**src/rtl/mem_arb_pkg.sv**
```systemverilog
// rtl/mem_arb_pkg.sv - shared state and owner encodings for mem_arbiter
package mem_arb_pkg;

   typedef enum logic [2:0] {
      IDLE    = 3'b000,
      GRANT_I = 3'b001,
      GRANT_D = 3'b010,
      DONE_I  = 3'b101,
      DONE_D  = 3'b110
   } arb_state_e;

   localparam logic OWN_I = 1'b0;
   localparam logic OWN_D = 1'b1;

endpackage

```
**src/rtl/mem_arbiter_arb_pick.sv**
```systemverilog
// rtl/mem_arbiter_arb_pick.sv - grant selection; MEM_ARB_RR_EN selects round robin
module arb_pick
   import mem_arb_pkg::*;
(
   input  logic i_req,
   input  logic d_req,
   input  logic last_owner,
   output logic grant_valid,
   output logic grant_owner
);

   assign grant_valid = i_req | d_req;

`ifdef MEM_ARB_RR_EN
   // On a tie the client that was not served last goes first.
   always_comb begin
      grant_owner = OWN_I;
      if (i_req && d_req)
         grant_owner = (last_owner == OWN_I) ? OWN_D : OWN_I;
      else if (d_req)
         grant_owner = OWN_D;
   end
`else
   logic unused_last_owner;
   assign unused_last_owner = last_owner;
   assign grant_owner = d_req ? OWN_D : OWN_I;
`endif

endmodule

```
**src/rtl/mem_arbiter.sv**
```systemverilog
// rtl/mem_arbiter.sv - serialises icache/dcache block transfers onto one memory port
// MEM_ARB_RR_EN enables round-robin arbitration (default: dcache has priority).
module mem_arbiter
   import mem_arb_pkg::*;
#(
   parameter int ADDR_W  = 6,
   parameter int BLOCK_W = 128
) (
   input  logic               clock,
   input  logic               reset,
   input  logic               i_read,
   input  logic [ADDR_W-1:0]  i_address,
   output logic [BLOCK_W-1:0] i_readdata,
   output logic               i_busywait,
   input  logic               d_read,
   input  logic               d_write,
   input  logic [ADDR_W-1:0]  d_address,
   input  logic [BLOCK_W-1:0] d_writedata,
   output logic [BLOCK_W-1:0] d_readdata,
   output logic               d_busywait,
   output logic               mem_read,
   output logic               mem_write,
   output logic [ADDR_W-1:0]  mem_address,
   output logic [BLOCK_W-1:0] mem_writedata,
   input  logic [BLOCK_W-1:0] mem_readdata,
   input  logic               mem_busywait
);

   arb_state_e         state_q, state_d;
   logic               issued_q, issued_d;
   logic               wr_q, wr_d;
   logic [ADDR_W-1:0]  addr_q, addr_d;
   logic [BLOCK_W-1:0] wdata_q, wdata_d;
   logic [BLOCK_W-1:0] i_rdata_q, i_rdata_d;
   logic [BLOCK_W-1:0] d_rdata_q, d_rdata_d;
   logic               i_req, d_req;
   logic               grant_valid, grant_owner, last_owner;

   assign i_req = i_read;
   assign d_req = d_read | d_write;

   arb_pick u_pick (
      .i_req       (i_req),
      .d_req       (d_req),
      .last_owner  (last_owner),
      .grant_valid (grant_valid),
      .grant_owner (grant_owner)
   );

`ifdef MEM_ARB_RR_EN
   logic last_owner_q;
   always_ff @(posedge clock or negedge reset) begin
      if (!reset)
         last_owner_q <= OWN_I;
      else if (state_q == IDLE && grant_valid)
         last_owner_q <= grant_owner;
   end
   assign last_owner = last_owner_q;
`else
   assign last_owner = OWN_I;
`endif

   always_comb begin
      state_d   = state_q;
      issued_d  = issued_q;
      wr_d      = wr_q;
      addr_d    = addr_q;
      wdata_d   = wdata_q;
      i_rdata_d = i_rdata_q;
      d_rdata_d = d_rdata_q;
      case (state_q)
         IDLE: begin
            issued_d = 1'b0;
            if (grant_valid) begin
               if (grant_owner == OWN_D) begin
                  state_d = GRANT_D;
                  addr_d  = d_address;
                  wr_d    = d_write;
                  wdata_d = d_writedata;
               end else begin
                  state_d = GRANT_I;
                  addr_d  = i_address;
                  wr_d    = 1'b0;
               end
            end
         end
         GRANT_I, GRANT_D: begin
            // Busy is only trusted from the second grant cycle on, so a memory
            // that raises busywait one cycle late cannot fake a completion.
            if (!issued_q) begin
               issued_d = 1'b1;
            end else if (!mem_busywait) begin
               issued_d = 1'b0;
               if (state_q == GRANT_I) begin
                  state_d   = DONE_I;
                  i_rdata_d = mem_readdata;
               end else begin
                  state_d = DONE_D;
                  if (!wr_q)
                     d_rdata_d = mem_readdata;
               end
            end
         end
         default: state_d = IDLE;
      endcase
   end

   always_ff @(posedge clock or negedge reset) begin
      if (!reset) begin
         state_q   <= IDLE;
         issued_q  <= 1'b0;
         wr_q      <= 1'b0;
         addr_q    <= '0;
         wdata_q   <= '0;
         i_rdata_q <= '0;
         d_rdata_q <= '0;
      end else begin
         state_q   <= state_d;
         issued_q  <= issued_d;
         wr_q      <= wr_d;
         addr_q    <= addr_d;
         wdata_q   <= wdata_d;
         i_rdata_q <= i_rdata_d;
         d_rdata_q <= d_rdata_d;
      end
   end

   assign mem_read      = (state_q == GRANT_I) || (state_q == GRANT_D && !wr_q);
   assign mem_write     = (state_q == GRANT_D) && wr_q;
   assign mem_address   = addr_q;
   assign mem_writedata = wdata_q;
   assign i_readdata    = i_rdata_q;
   assign d_readdata    = d_rdata_q;
   assign i_busywait    = i_req && (state_q != DONE_I);
   assign d_busywait    = d_req && (state_q != DONE_D);

endmodule
```
**config.mk**
```make
export PLATFORM = sky130hd
export DESIGN_NAME = mem_arbiter
export DESIGN_NICKNAME = d
export VERILOG_FILES = /design/src/rtl/mem_arb_pkg.sv /design/src/rtl/mem_arbiter_arb_pick.sv /design/src/rtl/mem_arbiter.sv
export SDC_FILE = /design/constraint.sdc
export NUM_CORES = 1
export LEC_CHECK = 0
export CAP_MARGIN = 20
export CORE_AREA = 5 5 254 256
export DETAILED_ROUTE_END_ITERATION = 8
export DIE_AREA = 0 0 259 261
export PLACE_DENSITY = 0.63
export REMOVE_ABC_BUFFERS = 1
export SYNTH_ARGS = -nofsm -noshare
export SYNTH_HDL_FRONTEND = slang
export SYNTH_HIERARCHICAL = 1
export SYNTH_SLANG_ARGS = --single-unit
export TNS_END_PERCENT = 10
```
**constraint.sdc**
```tcl
create_clock -name clock -period 3.15 [get_ports clock]
set_input_delay 0.4725 -clock clock [delete_from_list [all_inputs] [get_ports clock]]
set_output_delay 0.4725 -clock clock [all_outputs]
set_load 0.05 [all_outputs]
```
After elaboration in Yosys (flattened, before gate mapping)
Cells that the tools add are included.
{ "word_totals": {"reg_bits": 395, "output_inout_bits": 394, "inputBits": 274} }
{ "classes": {"eq_ne": 7, "bitwise_logic": 5, "muxes": 12, "n_reduce_logical": 14} }
{ "op_table": {"columns": ["cell", "n"], "rows": [
  ["two-way mux 3 bit", 3],
  ["two-way mux 6 bit", 1],
  ["!= test 2 bit (second input constant)", 3],
  ["!= test 3 bit (second input constant)", 2],
  ["case mux 3 bit (2 select lines)", 1],
  ["AND reduction 3 bit", 2],
  ["AND reduction 5 bit", 1],
  ["logical AND 1 bit", 4],
  ["two-way mux 1 bit", 4],
  ["two-way mux 2 bit", 2],
  ["AND reduction 4 bit", 1],
  ["equality test 3 x 1 -> 1 bit (second input constant)", 1],
  ["equality test 3 x 2 -> 1 bit (second input constant)", 1],
  ["zero test 3 bit", 1],
  ["NOT 1 bit", 3],
  ["OR 1 bit", 2],
  ["case mux 1 bit (2 select lines)", 1],
  ["AND reduction 2 bit", 1],
  ["nonzero test 2 bit", 1],
  ["OR reduction 2 bit", 1],
  ["zero test 1 bit", 1],
  ["logical OR 1 bit", 1]
]} }

Depth between registers and ports, before layout
Gate-level depths: netlist of the first run.
{ "depth": {"depth_word": 5, "depth_mapped": 8} }

Hierarchy
The synthesis of the first run kept the hierarchy.
{ "modules_own_cells": {"columns": ["module", "area_per_inst_um2", "cells_per_inst", "instances", "seq_area_each_um2"], "rows": [
  ["mem_arbiter", 15260.9, 872, 1, 9884.5],
  ["arb_pick", 13.8, 2, 1, 0.0]
]} }

Least setup slack after synthesis of the first run
Ideal clock, no wire load.
{ "synth_timing": {"path_kind": "register to output", "from": "register state_q[0]", "to": "output port mem_write", "n_path_buf": 1, "setup_slack_ps": 983, "stages_incl_launch_ff": 4, "t_arrival_ps": 1694, "t_required_ps": 2677, "path_cell_list": "dfrtp_1 -> buf_2 -> nand2b_4 -> nor3_1"} }
{ "synth_between": {"elab_chain_cells": 2} }
{ "synth_rtl": {"columns": ["element", "line", "source"], "rows": [
  ["from (decl)", "mem_arbiter.sv:29", "arb_state_e state_q, state_d;"],
  ["from (signal assigned)", "mem_arbiter.sv:118", "state_q <= state_d;"],
  ["equality test 3 x 2 -> 1 bit", "mem_arbiter.sv:129", "assign mem_write = (state_q == GRANT_D) && wr_q;"],
  ["logical AND 1 bit", "mem_arbiter.sv:129", null],
  ["to (decl)", "mem_arbiter.sv:22", "output logic mem_write,"]
]} }
Every way passes these cells.

Final worst setup path of the first run
{ "layout_timing": {"from": "register state_q[1]", "to": "output port mem_read"} }
{ "layout_between": {"elab_chain_cells": 3} }
{ "layout_rtl": {"columns": ["element", "line", "source"], "rows": [
  ["equality test 3 x 2 -> 1 bit", "mem_arbiter.sv:128", "assign mem_read = (state_q == GRANT_I) || (state_q == GRANT_D && !wr_q);"],
  ["logical AND 1 bit", "mem_arbiter.sv:128", null],
  ["logical OR 1 bit (*)", "mem_arbiter.sv:128", null],
  ["to (decl)", "mem_arbiter.sv:21", "output logic mem_read,"]
]} }
Mark *: on every way between the ends. The rest lies on a longest branch, timed or not.

==> tab_implementation.tex, run 1 <==
\begin{tabular}{lr}
\hline
Metric & Value \\
\hline
\multicolumn{2}{l}{\textbf{Route}} \\
Wire per inst & 19.8 µm \\
Drt total wl & $\sim$49 mm \\
1st-pass router iterations & 4 \\
Drt initial violations & 355 \\
\# DRC & 0 \\
Post-route antenna net violation count & 0 \\
Via/cell ratio & between 4 and 5 \\
Vias & a little over 10000 \\
\multicolumn{2}{l}{\textbf{STA}} \\
Count of final hold-check violations & 0 \\
Highest clock frequency the design can meet & 357 MHz \\
Setup repair after global routing missed its margin & false \\
Max transition margin & 47.0\% \\
Number of max-slew violations in the final report & 0 \\
Final critical path time including I/O delays and setup & 2.80 ns \\
Transition time of the tightest slew-check pin & just under 0.8 ns \\
Final setup violation count & 0 \\
Period Utilization, post-route & 89.0\% \\
Total negative slack for setup checks & 0 ns \\
Clock Skew & 0.0179 ns \\
\multicolumn{2}{l}{\textbf{Critical path}} \\
Startpoint types & flop \\
Critical Path Start & state\_q[1]\$\_DFFE\_PN0P\_ \\
Highest net fanout along the worst path & 8 \\
Kind of critical path & flop to output pin \\
Number of cell instances on the worst register-to-register path & 4 \\
Arrival time of data at the critical path endpoint & 2.33 ns \\
RR Startpoint & state\_q[0]\$\_DFFE\_PN0P\_ \\
Data required time of the critical path & between 2 and 3 ns \\
Sort of element at the end of the critical path & output pin \\
\multicolumn{2}{l}{\textbf{Run}} \\
Max-cap check violation count & 0 \\
\multicolumn{2}{l}{\textbf{Clock network}} \\
Skew-Pair Late Insertion Delay & 0.56 ns \\
Maximum clock insertion buffer count & 3 \\
Register clock-pin slew on the reported worst setup and hold paths & 0.06 ns \\
Root cell of the clock tree & sky130\_fd\_sc\_hd\_\_clkbuf\_16 \\
Number of buffers inserted during clock tree synthesis & 45 \\
Clock H-tree levels & 2 \\
Post-CTS repair timing setup buffer count & 0 \\
Number of hold-repair buffers added at the cts stage & 1 \\
Total clock sinks & between 300 and 400 \\
Clock tree from TritonCTS & yes \\
CTS resizes & 0 \\
\multicolumn{2}{l}{\textbf{Global route}} \\
Largest net degree at the start of global routing & 92 \\
Overall routing resource usage & 13.6\% \\
Number of antenna violations at the first check in global routing & 6 \\
Number of global-route vias before repair & 11200 \\
Leftover overflow at the end of global routing & 0 \\
Global-route wire length before repair & 71.5 mm \\
\multicolumn{2}{l}{\textbf{Die}} \\
DIE AREA & between 60000 and 70000 µm² \\
DIE WIDTH & around 260 µm \\
Number of standard-cell rows in the floorplan & 92 \\
Core outline area & 62300 µm² \\
Die outline height & 261 µm \\
Initial Utilization & 24.5\% \\
I/O Pins & between 600 and 700 \\
\multicolumn{2}{l}{\textbf{Yosys}} \\
Post-synth design cell area & between 15000 and 20000 µm² \\
Mean post-synth cell area & 17.5 µm² \\
Number of standard cells after synthesis & about 870 \\
Yosys synthesis warning count & 6 \\
\multicolumn{2}{l}{\textbf{Layout}} \\
Fraction of final layout cells with drive strength greater than 1 & a little under a third \\
Layout net count & $\sim$1800 \\
P\&R area growth vs syn & 61.4\% \\
\multicolumn{2}{l}{\textbf{Min path}} \\
Hold path start & i\_readdata[126]\$\_DFFE\_PN0P\_ \\
Hold Path Stages & 1 \\
Type of the worst min-delay path & flop to flop \\
\multicolumn{2}{l}{\textbf{Outcome}} \\
Run status & finished clean \\
\multicolumn{2}{l}{\textbf{Placement}} \\
Placed wire-length estimate & 36.7 mm \\
Global placer's final weighted congestion & 0.769 \\
Count of input and output buffers & 667 \\
\hline
\end{tabular}
[final timing paths]
kind                                               endpoint  slack [ns]
max in group asynchronous         d_readdata[1]$_DFFE_PN0P_        1.68
worst min register to register  i_readdata[126]$_DFFE_PN0P_        0.50
worst max-delay path                               mem_read        0.35
worst min-delay path            i_readdata[126]$_DFFE_PN0P_        0.50
worst max register to register   d_readdata[27]$_DFFE_PN0P_        0.88
min in group asynchronous         d_readdata[5]$_DFFE_PN0P_        0.54
[worst max-delay path, stage by stage, from the launching register on]
cell,delay [ns]
sky130_fd_sc_hd__dfrtp_1,0.49
sky130_fd_sc_hd__nand2b_1,0.25
sky130_fd_sc_hd__o21a_1,0.13
sky130_fd_sc_hd__nor2_1,0.10
sky130_fd_sc_hd__clkdlybuf4s50_1,0.82
[cells in the final DEF (no fill, tap or decap), types with 7 or more instances in the layout]
cell type,instances
sky130_fd_sc_hd__clkbuf_1,10
sky130_fd_sc_hd__buf_12,9
sky130_fd_sc_hd__bufinv_16,7
sky130_fd_sc_hd__clkbuf_8,8
sky130_fd_sc_hd__a21oi_1,11
sky130_fd_sc_hd__mux2_2,263
sky130_fd_sc_hd__dfrtp_1,395
sky130_fd_sc_hd__clkbuf_16,46
sky130_fd_sc_hd__clkdlybuf4s50_1,666
sky130_fd_sc_hd__nor2_1,7
sky130_fd_sc_hd__buf_4,19
sky130_fd_sc_hd__mux2_4,120
[per-layer routing]
layer | GRT usage (%) | part of all wire (%) | vias up
met5 | 0 | 0.10 | -
met4 | 4.34 | 2.8 | 8
met3 | 6.55 | 11 | 79
met2 | 23.8 | 50 | 453
met1 | 14.6 | 36 | 5031
li1 | - | - | 4483
[layout make-up]
cell class,instances,area (µm²)
inverters,3,11.3
multi-input cells,428,5070
well taps,846,1060
fillers,5814,37600
diodes,2,5.00
flip-flops and latches,395,9880
repair buffers,697,7020
clock buffers,64,1300
clock inverters,18,293
[state kept, by name, indices dropped and copies added (netlist names)]
| register | flops |
|---|---|
| i_readdata | 128 |
| mem_address | 6 |
| wr_q | 1 |
| mem_writedata | 128 |
| state_q | 3 |
| d_readdata | 128 |
| issued_q | 1 |
[per-stage QoR]
stage	worst slack (ns)	utilization, %	hold WS [ns]	instance area (µm²)	cells
after detailed placement	0.405	37.0	0.481	23000	2367
after floorplan	-11.31	-	0.177	15000	826
final	0.347	39.6	0.499	24600	2453
after global routing	0.226	39.6	0.490	24600	2452
after global placement	0.428	37.0	0.479	23000	2367
after CTS	0.281	39.6	0.465	24600	2450
Power of run 1 is not shown: default switching activity piles up to over one toggle a cycle in this logic, so the estimate is an artifact.
==> inputs of run 2 (changes only) <==
clock period = 3.33 ns   (was 3.15 ns; I/O delays follow)
==> run 2 against run 1 <==
  * Wire length grew 0.43%
  * Global-route usage grew 0.095 points
  * Cell area is essentially flat
  * Non-clock buffer count grew 2
  * Critical path depth is the same
  * Register-to-register slack gained 0.14 ns
  * Flip-flop and latch count is the same
  * Critical path type unchanged
==> tab_implementation.tex, run 2 (same netlist as run 1, synthesis figures left out) <==
\begin{tabular}{lr}
\hline
Metric & Value \\
\hline
\multicolumn{2}{l}{\textbf{Die}} \\
Core outline area & 62300 µm² (unchanged) \\
Number of standard-cell rows in the floorplan & 92 (unchanged) \\
Die outline height & 261 µm (unchanged) \\
Initial Utilization & 24.5\% (unchanged) \\
I/O Pins & 668 (unchanged) \\
DIE AREA & 67600 µm² (unchanged) \\
DIE WIDTH & 259 µm (unchanged) \\
\multicolumn{2}{l}{\textbf{Critical path}} \\
Sort of element at the end of the critical path & output pin \\
Arrival time of data at the critical path endpoint & 2.34 ns (about the same) \\
Largest stage delay on the critical path & 0.83 ns (about the same) \\
Kind of critical path & flop to output pin \\
Bufs and invs on worst path & 1 (unchanged) \\
Startpoint types & flop \\
Highest net fanout along the worst path & 8 (unchanged) \\
Top delay family on crit path & buffers and inverters \\
Highest-delay cell along the critical path & sky130\_fd\_sc\_hd\_\_clkdlybuf4s50\_1 \\
Sequence of cells on the critical path & nand2b\_1 -> o21a\_1 -> nor2\_1 -> clkdlybuf4s50\_1 \\
Data required time of the critical path & 2.83 ns (+0.15 ns) \\
\multicolumn{2}{l}{\textbf{Placement}} \\
Placed Cells & 2370 (+0.13\%) \\
Placed wire-length estimate & 37.0 mm (+0.75\%) \\
Global placer's final weighted congestion & 0.767 (-0.26\%) \\
Post-Place Cell Area & 23100 µm² (+0.42\%) \\
Count of input and output buffers & 667 (unchanged) \\
\multicolumn{2}{l}{\textbf{Run}} \\
Max-cap check violation count & 0 (unchanged) \\
\multicolumn{2}{l}{\textbf{Clock network}} \\
Register clock-pin slew on the reported worst setup and hold paths & 0.06 ns (about the same) \\
Skew-Pair Late Insertion Delay & 0.57 ns (about the same) \\
Post-CTS repair timing setup buffer count & 0 (unchanged) \\
Clock tree from TritonCTS & yes \\
Number of hold-repair buffers added at the cts stage & 1 (unchanged) \\
Total clock sinks & 395 (unchanged) \\
Root cell of the clock tree & sky130\_fd\_sc\_hd\_\_clkbuf\_16 \\
CTS resizes & 0 (unchanged) \\
Clock H-tree levels & 2 (unchanged) \\
Maximum clock insertion buffer count & 3 (unchanged) \\
Number of buffers inserted during clock tree synthesis & 44 (-2.2\%) \\
\multicolumn{2}{l}{\textbf{Route}} \\
Drt total wl & 48.8 mm (+0.43\%) \\
Via/cell ratio & 4.12 (+0.50\%) \\
Post-route antenna net violation count & 0 (unchanged) \\
Drt initial violations & 280 (-21\%) \\
Wire per inst & 19.9 µm (+0.34\%) \\
Vias & 10100 (+0.59\%) \\
\# DRC & 0 (unchanged) \\
1st-pass router iterations & 4 (unchanged) \\
\multicolumn{2}{l}{\textbf{Layout}} \\
Layout net count & 1845 (+0.054\%) \\
Fin cells & 2455 (+0.082\%) \\
Post-Route Utilization & 39.6\% (about the same) \\
P\&R area growth vs syn & 61.5\% (about the same) \\
Most common cell after layout, fill and taps aside & sky130\_fd\_sc\_hd\_\_clkdlybuf4s50\_1 \\
Final standard cell area without fillers & 24700 µm² (about the same) \\
Leading cell types in the layout, fill and taps excluded & sky130\_fd\_sc\_hd\_\_clkdlybuf4s50\_1, sky130\_fd\_sc\_hd\_\_dfrtp\_1, sky130\_fd\_sc\_hd\_\_mux2\_2, sky130\_fd\_sc\_hd\_\_mux2\_4, sky130\_fd\_sc\_hd\_\_clkbuf\_16 \\
Fraction of final layout cells with drive strength greater than 1 & 30.6\% (-0.038 points) \\
\multicolumn{2}{l}{\textbf{Global route}} \\
Largest net degree at the start of global routing & 86 (-6.5\%) \\
Leftover overflow at the end of global routing & 0 (unchanged) \\
Overall routing resource usage & 13.7\% (+0.095 points) \\
Global-route wire length before repair & 72.0 mm (+0.67\%) \\
Number of antenna violations at the first check in global routing & 5 (-1) \\
Number of global-route vias before repair & 11400 (+1.4\%) \\
\multicolumn{2}{l}{\textbf{STA}} \\
Final critical path time including I/O delays and setup & 2.84 ns \\
Transition time of the tightest slew-check pin & 1.06 ns (+0.268 ns) \\
Setup repair after global routing missed its margin & false \\
Number of max-slew violations in the final report & 0 (unchanged) \\
Highest clock frequency the design can meet & 352 MHz \\
Max transition margin & 28.9\% (-18 points) \\
Period Utilization, post-route & 85.3\% \\
Total negative slack for setup checks & 0 ns (unchanged) \\
Clock Skew & 0.0285 ns (+0.0106 ns) \\
Final setup violation count & 0 (unchanged) \\
Count of final hold-check violations & 0 (unchanged) \\
\multicolumn{2}{l}{\textbf{Outcome}} \\
Run status & finished clean \\
\multicolumn{2}{l}{\textbf{Min path}} \\
Type of the worst min-delay path & flop to flop \\
\hline
\end{tabular}
## run 2: changes by cell type in the layout (fill, tap and decap cells not counted)
cell	delta
sky130_fd_sc_hd__buf_4	-3
sky130_fd_sc_hd__bufinv_16	-3
sky130_fd_sc_hd__clkbuf_4	-1
sky130_fd_sc_hd__buf_12	+6
sky130_fd_sc_hd__clkinv_2	+1
sky130_fd_sc_hd__clkbuf_8	+2
sky130_fd_sc_hd__clkinv_4	-2
sky130_fd_sc_hd__clkbuf_1	+2
## run 2: area by class of cell
| type | instances | area, µm² |
|---|---|---|
| inverters | 3 | 11.3 |
| well taps | 846 | 1060 |
| fillers | 5789 | 37600 |
| clock buffers | 68 | 1330 |
| multi-input cells | 428 | 5070 |
| repair buffers | 699 | 7110 |
| diodes | 2 | 5.00 |
| flip-flops and latches | 395 | 9880 |
| clock inverters | 14 | 190 |
## run 2: per-stage QoR
| stage | setup WS (ns) | hold WS [ns] |
|---|---|---|
| after CTS | 0.441 | 0.502 |
| after detailed placement | 0.422 | 0.490 |
| after floorplan | -11.15 | 0.204 |
| after global placement | 0.473 | 0.481 |
| final | 0.490 | 0.501 |
| after global routing | 0.360 | 0.510 |
## run 2: path summary, 6_finish.rpt
path | startpoint | slack (ns) | endpoint | depth (start not counted)
setup reg to reg | state_q[0]$_DFFE_PN0P_ | 1.02 | d_readdata[88]$_DFFE_PN0P_ | 4
max in group asynchronous | reset | 1.84 | i_readdata[16]$_DFFE_PN0P_ | 3
hold / removal | i_readdata[36]$_DFFE_PN0P_ | 0.50 | i_readdata[36]$_DFFE_PN0P_ | 1
hold reg to reg | i_readdata[36]$_DFFE_PN0P_ | 0.50 | i_readdata[36]$_DFFE_PN0P_ | 1
min in group asynchronous | reset | 0.54 | i_readdata[64]$_DFFE_PN0P_ | 2
setup / recovery | state_q[1]$_DFFE_PN0P_ | 0.49 | mem_read | 4
## run 2: per-layer routing
| metal | track usage, % | routed length [µm] |
|---|---|---|
| met5 | 0 | 57 |
| met4 | 4.56 | 1500 |
| met1 | 14.8 | 17500 |
| met3 | 6.51 | 5320 |
| met2 | 23.8 | 24400 |
Power of run 2 is left out for the same reason.
